`config.mk`:
```
export PLATFORM = sky130hd
export DESIGN_NAME = bin_to_bcd_seq
export DESIGN_NICKNAME = d
export VERILOG_FILES = /design/src/rtl/bin_to_bcd_seq.sv
export SDC_FILE = /design/constraint.sdc
export NUM_CORES = 1
export LEC_CHECK = 0
export BUFFER_PORTS_ARGS = -buffer_cell sky130_fd_sc_hd__buf_2
export CAP_MARGIN = 20
export CORE_MARGIN = 2
export CORE_UTILIZATION = 57
export DETAILED_ROUTE_END_ITERATION = 10
export PLACE_DENSITY = 0.77
export SLEW_MARGIN = 30
export SYNTH_ARGS = -nofsm -noshare
export SYNTH_HDL_FRONTEND = slang
export SYNTH_SLANG_ARGS = --single-unit
```
`constraint.sdc`:
```
create_clock -name clk -period 2.15 [get_ports clk]
set_input_delay 0 -clock clk [delete_from_list [all_inputs] [get_ports clk]]
set_output_delay 0 -clock clk [all_outputs]
set_load 0.05 [all_outputs]
```
`src/rtl/bin_to_bcd_seq.sv`:
```
// Sequential 10-bit binary to 4-digit BCD converter (double dabble, one bit per cycle).
// Optional zero-blanking flags on output port blank when BIN_TO_BCD_BLANK_EN is defined.
module bin_to_bcd_seq (
  input  logic        clk,
  input  logic        rst,
  input  logic        start,
  input  logic [9:0]  bin,
  output logic        busy,
  output logic        done,
  output logic [15:0] bcd
`ifdef BIN_TO_BCD_BLANK_EN
  ,
  output logic [3:0]  blank
`endif
);

  typedef enum logic [1:0] {IDLE, SHIFT, DONE} state_t;

  state_t      state_q, state_d;
  logic [3:0]  cnt_q, cnt_d;
  logic [9:0]  sh_q, sh_d;
  logic [15:0] scr_q, scr_d;
  logic [15:0] bcd_q, bcd_d;
  logic        busy_q, busy_d;
  logic        done_q, done_d;
  logic [15:0] scr_adj;
  logic [15:0] scr_next;
`ifdef BIN_TO_BCD_BLANK_EN
  logic [3:0]  blank_q, blank_d;
`endif

  always_comb begin
    scr_adj = scr_q;
    for (int unsigned i = 0; i < 4; i++) begin
      if (scr_q[4*i +: 4] >= 4'd5) scr_adj[4*i +: 4] = scr_q[4*i +: 4] + 4'd3;
    end
    // The bit shifted out of the thousands nibble is always 0 for inputs <= 1023.
    scr_next = (scr_adj << 1) | {15'b0, sh_q[9]};

    state_d = state_q;
    cnt_d   = cnt_q;
    sh_d    = sh_q;
    scr_d   = scr_q;
    bcd_d   = bcd_q;
    busy_d  = busy_q;
    done_d  = 1'b0;
`ifdef BIN_TO_BCD_BLANK_EN
    blank_d = blank_q;
`endif

    case (state_q)
      IDLE, DONE: begin
        state_d = IDLE;
        busy_d  = 1'b0;
        if (start) begin
          state_d = SHIFT;
          sh_d    = bin;
          scr_d   = '0;
          cnt_d   = '0;
          busy_d  = 1'b1;
        end
      end
      SHIFT: begin
        sh_d   = {sh_q[8:0], 1'b0};
        scr_d  = scr_next;
        cnt_d  = cnt_q + 4'd1;
        busy_d = 1'b1;
        if (cnt_q == 4'd9) begin
          state_d = DONE;
          busy_d  = 1'b0;
          done_d  = 1'b1;
          bcd_d   = scr_next;
`ifdef BIN_TO_BCD_BLANK_EN
          blank_d[3] = (scr_next[15:12] == 4'd0);
          blank_d[2] = blank_d[3] && (scr_next[11:8] == 4'd0);
          blank_d[1] = blank_d[2] && (scr_next[7:4] == 4'd0);
          blank_d[0] = 1'b0;
`endif
        end
      end
      default: begin
        state_d = IDLE;
        busy_d  = 1'b0;
      end
    endcase
  end

  always_ff @(posedge clk or posedge rst) begin
    if (rst) begin
      state_q <= IDLE;
      cnt_q   <= '0;
      sh_q    <= '0;
      scr_q   <= '0;
      bcd_q   <= '0;
      busy_q  <= 1'b0;
      done_q  <= 1'b0;
`ifdef BIN_TO_BCD_BLANK_EN
      blank_q <= '0;
`endif
    end else begin
      state_q <= state_d;
      cnt_q   <= cnt_d;
      sh_q    <= sh_d;
      scr_q   <= scr_d;
      bcd_q   <= bcd_d;
      busy_q  <= busy_d;
      done_q  <= done_d;
`ifdef BIN_TO_BCD_BLANK_EN
      blank_q <= blank_d;
`endif
    end
  end

  assign busy = busy_q;
  assign done = done_q;
  assign bcd  = bcd_q;
`ifdef BIN_TO_BCD_BLANK_EN
  assign blank = blank_q;
`endif

endmodule

```
==> run summary <==
status - finished, final reports clean
Pins Over Slew Limit - 0
sequential share of power - 0.374
max-cap violations - 0
Clock Tree Buf Depth - 2
Hold Path Class - in2reg
dpl hpwl - 3051 µm
Rows - 23
clock latency on the worst-skew pair - 300 ps
CP Max Fanout - 5
CTS Hold Bufs - 11
number of global-route vias before repair - 1658
total CTS buffers - 5
worst vdd ir - 0.8676 mV
PwrDens - 1678 mW/mm²
area of the multi-input gates - 978.4 µm²
Fill cells - 294
level count of the clock H-tree - 2
kind of critical path - reg2reg
CP startpoint kind - flip-flop
crit path DAT - 1860 ps
GRT Util Overall - 0.2176
first-pass GRT wire length - 7472 µm
core box area - 0.003971 mm²
Unique masters post-synth - 29
Syn Nets - 238
root buffer cell - clkbuf_8
Routed WL - 4375 µm
ant diodes - 0
P&R area growth vs syn - 16.11%
Setup crit end kind - flip-flop
GRT overflow - 0
largest net degree at the start of global routing - 25
Tmin final - 1667 ps
initial antenna violation count - 0
pin slew with the least headroom to its limit - 470.5 ps
post-CTS sizing - 0
slowest stage delay, CP - 420 ps
clock group share of total power - 0.114
R2R Setup Slk - 480 ps
Post-synth EDFFs - 0
synth warn - 0
Initial Utilization - 0.5885
FF/Latch Area - 0.001251 mm²
Syn Std Cell Area - 0.002337 mm²
Comb power frac - 0.512
FF+latch count, synth - 50
remaining antenna violation count - 0
Clock Sink Count - 50
final-report hold violation count - 0
fraction of layout cells with a size suffix above 1 - 0.2162
post-synth top area share - 0.5353
drt first pass iters - 4
Final nets - 282
Die Span Y - 68.04 µm
Syn Inst Count - 215
Routed WL per cell - 14.16 µm
Int Power - 2461 µW
Final Worst Setup Slack - 483.4 ps
clock slew at reported path FFs - 90 ps
post-route clock skew - 7.013 ps
die area - 0.004629 mm²
final setup fails - 0
Final Wtd Congestion - 0.8036
largest area contributor in the netlist - dfrtp_1
CTS tree - yes
IO Pins - 31
most frequent cell after synthesis - dfrtp_1
DR vias/cell - 5.576
dpl ws - 501.8 ps
slowest library cell on the worst path - dfrtp_1
leakage power - 0.001322 µW
# DRC - 0
RSZ-0062 raised after global routing - no
post-synthesis sequential area ratio - 0.5353
drt first-iter violations - 82
worst path cell trace - inv_1, ha_1, nand2b_1, a21oi_1, mux2i_1, mux2_4
via count - 1723
Most used DFF post-synth - dfrtp_1
fmax - 600.0 MHz
main area contributors after synthesis - dfrtp_1, ha_1, nand2_1, a21oi_1, a22o_1
# Post-CTS Setup Buffers - 0
die width - 68.04 µm
Rel. slew slack - 0.6859
switching part of the total - 0.4596
syn avg cell area - 10.87 µm²
ys async rst share - 1.000
total net switching power - 2093 µW
Setup TNS Final - 0 ps
WP data required - 2350 ps
fin crit share - 0.7752
most frequent cells after synthesis - dfrtp_1, nand2_1, a21oi_1, o21ai_0
PortBufs - 30
## worst paths after layout
path                            cells past startpoint      from          to
worst max-delay path                                6  scr_q[1]      bcd[2]
worst min-delay path                                3     start  state_q[0]
worst max register to register                      6  scr_q[1]      bcd[2]
worst min register to register                      2   sh_q[4]     sh_q[4]
max in group asynchronous                           4       rst    scr_q[4]
min in group asynchronous                           3       rst    cnt_q[0]
## sequential cells by signal (all words and copies together) (netlist names)
register and count:
scr_q 16, state_q 2, bcd 16, done 1, cnt_q 4, sh_q 10, busy 1
## power groups by stage
stage | logic, µW | clock network (µW) | registers [µW]
2_1_floorplan | 1310 | 0 | 2220
3_3_place_gp | 2260 | 0 | 1700
3_5_place_dp | 2330 | 0 | 1720
4_1_cts | 2350 | 531 | 1700
5_1_grt | 2590 | 580 | 1770
6_report | 2330 | 518 | 1710
## final cells by class
type	count	area share
inverter	10	0.01383
tap	50	0.02305
timing repair buffer	47	0.1125
multi-input combinational	145	0.3605
sequential	50	0.4610
clock buffer	5	0.02536
clock inverter	2	0.003688
## kinds of logic after synthesis
group | count (synthesis) | synth area share
compound gates | 53 | 0.1392
simple gates | 65 | 0.1424
flops | 50 | 0.5353
fa+ha+maj | 10 | 0.05353
mux | 13 | 0.06852
buf+inv | 20 | 0.04604
xor+xnor | 4 | 0.01499
## cell usage in the layout (no fill, tap or decap), drive strengths merged
master / Yosys / final
a21oi: 18 / 18
a22o: 10 / 10
a22oi: 9 / 9
and2: 2 / 2
and3b: 1 / 1
buf: 6 / 36
clkbuf: 4 / 5
clkinv: 0 / 2
dfrtp: 50 / 50
dlygate4sd3: 0 / 11
ha: 10 / 10
inv: 10 / 10
mux2: 9 / 9
mux2i: 4 / 4
nand2: 28 / 28
nand2b: 6 / 6
nand3: 6 / 6
nand4: 1 / 1
nor2: 8 / 8
nor2b: 2 / 2
nor3: 4 / 4
nor3b: 7 / 7
o21ai: 16 / 16
xnor2: 4 / 4
## worst max-delay path: cells and delay by family, from the launching register on
family          cells  cell delay [ps]
flops               1              420
buf+inv             1              120
compound gates      1              260
simple gates        1              100
mux                 2              410
fa+ha+maj           1              250
## per-stage QoR
step                      power (µW)  area, µm²  instances  hold WS [ps]  utilization
after floorplan                 3535       2337        215         128.1            -
after global placement          3961       2525        291         34.87       0.6358
final                           4554       2714        309         19.22       0.6834
after global routing            4943       2714        309         57.57       0.6834
after CTS                       4586       2714        309         12.40       0.6834
after detailed placement        4047       2525        291         46.01       0.6358
## layer usage
| layer | vias to the layer above | global-route usage | share of wire |
|---|---|---|---|
| li1 | 829 | - | - |
| met1 | 850 | 0.2830 | 0.47 |
| met2 | 37 | 0.3592 | 0.48 |
| met3 | 7 | 0.05592 | 0.039 |
| met4 | 0 | 0.06250 | 0.011 |
| met5 | - | 0 | 0 |
(Power assumes the default switching activity.)
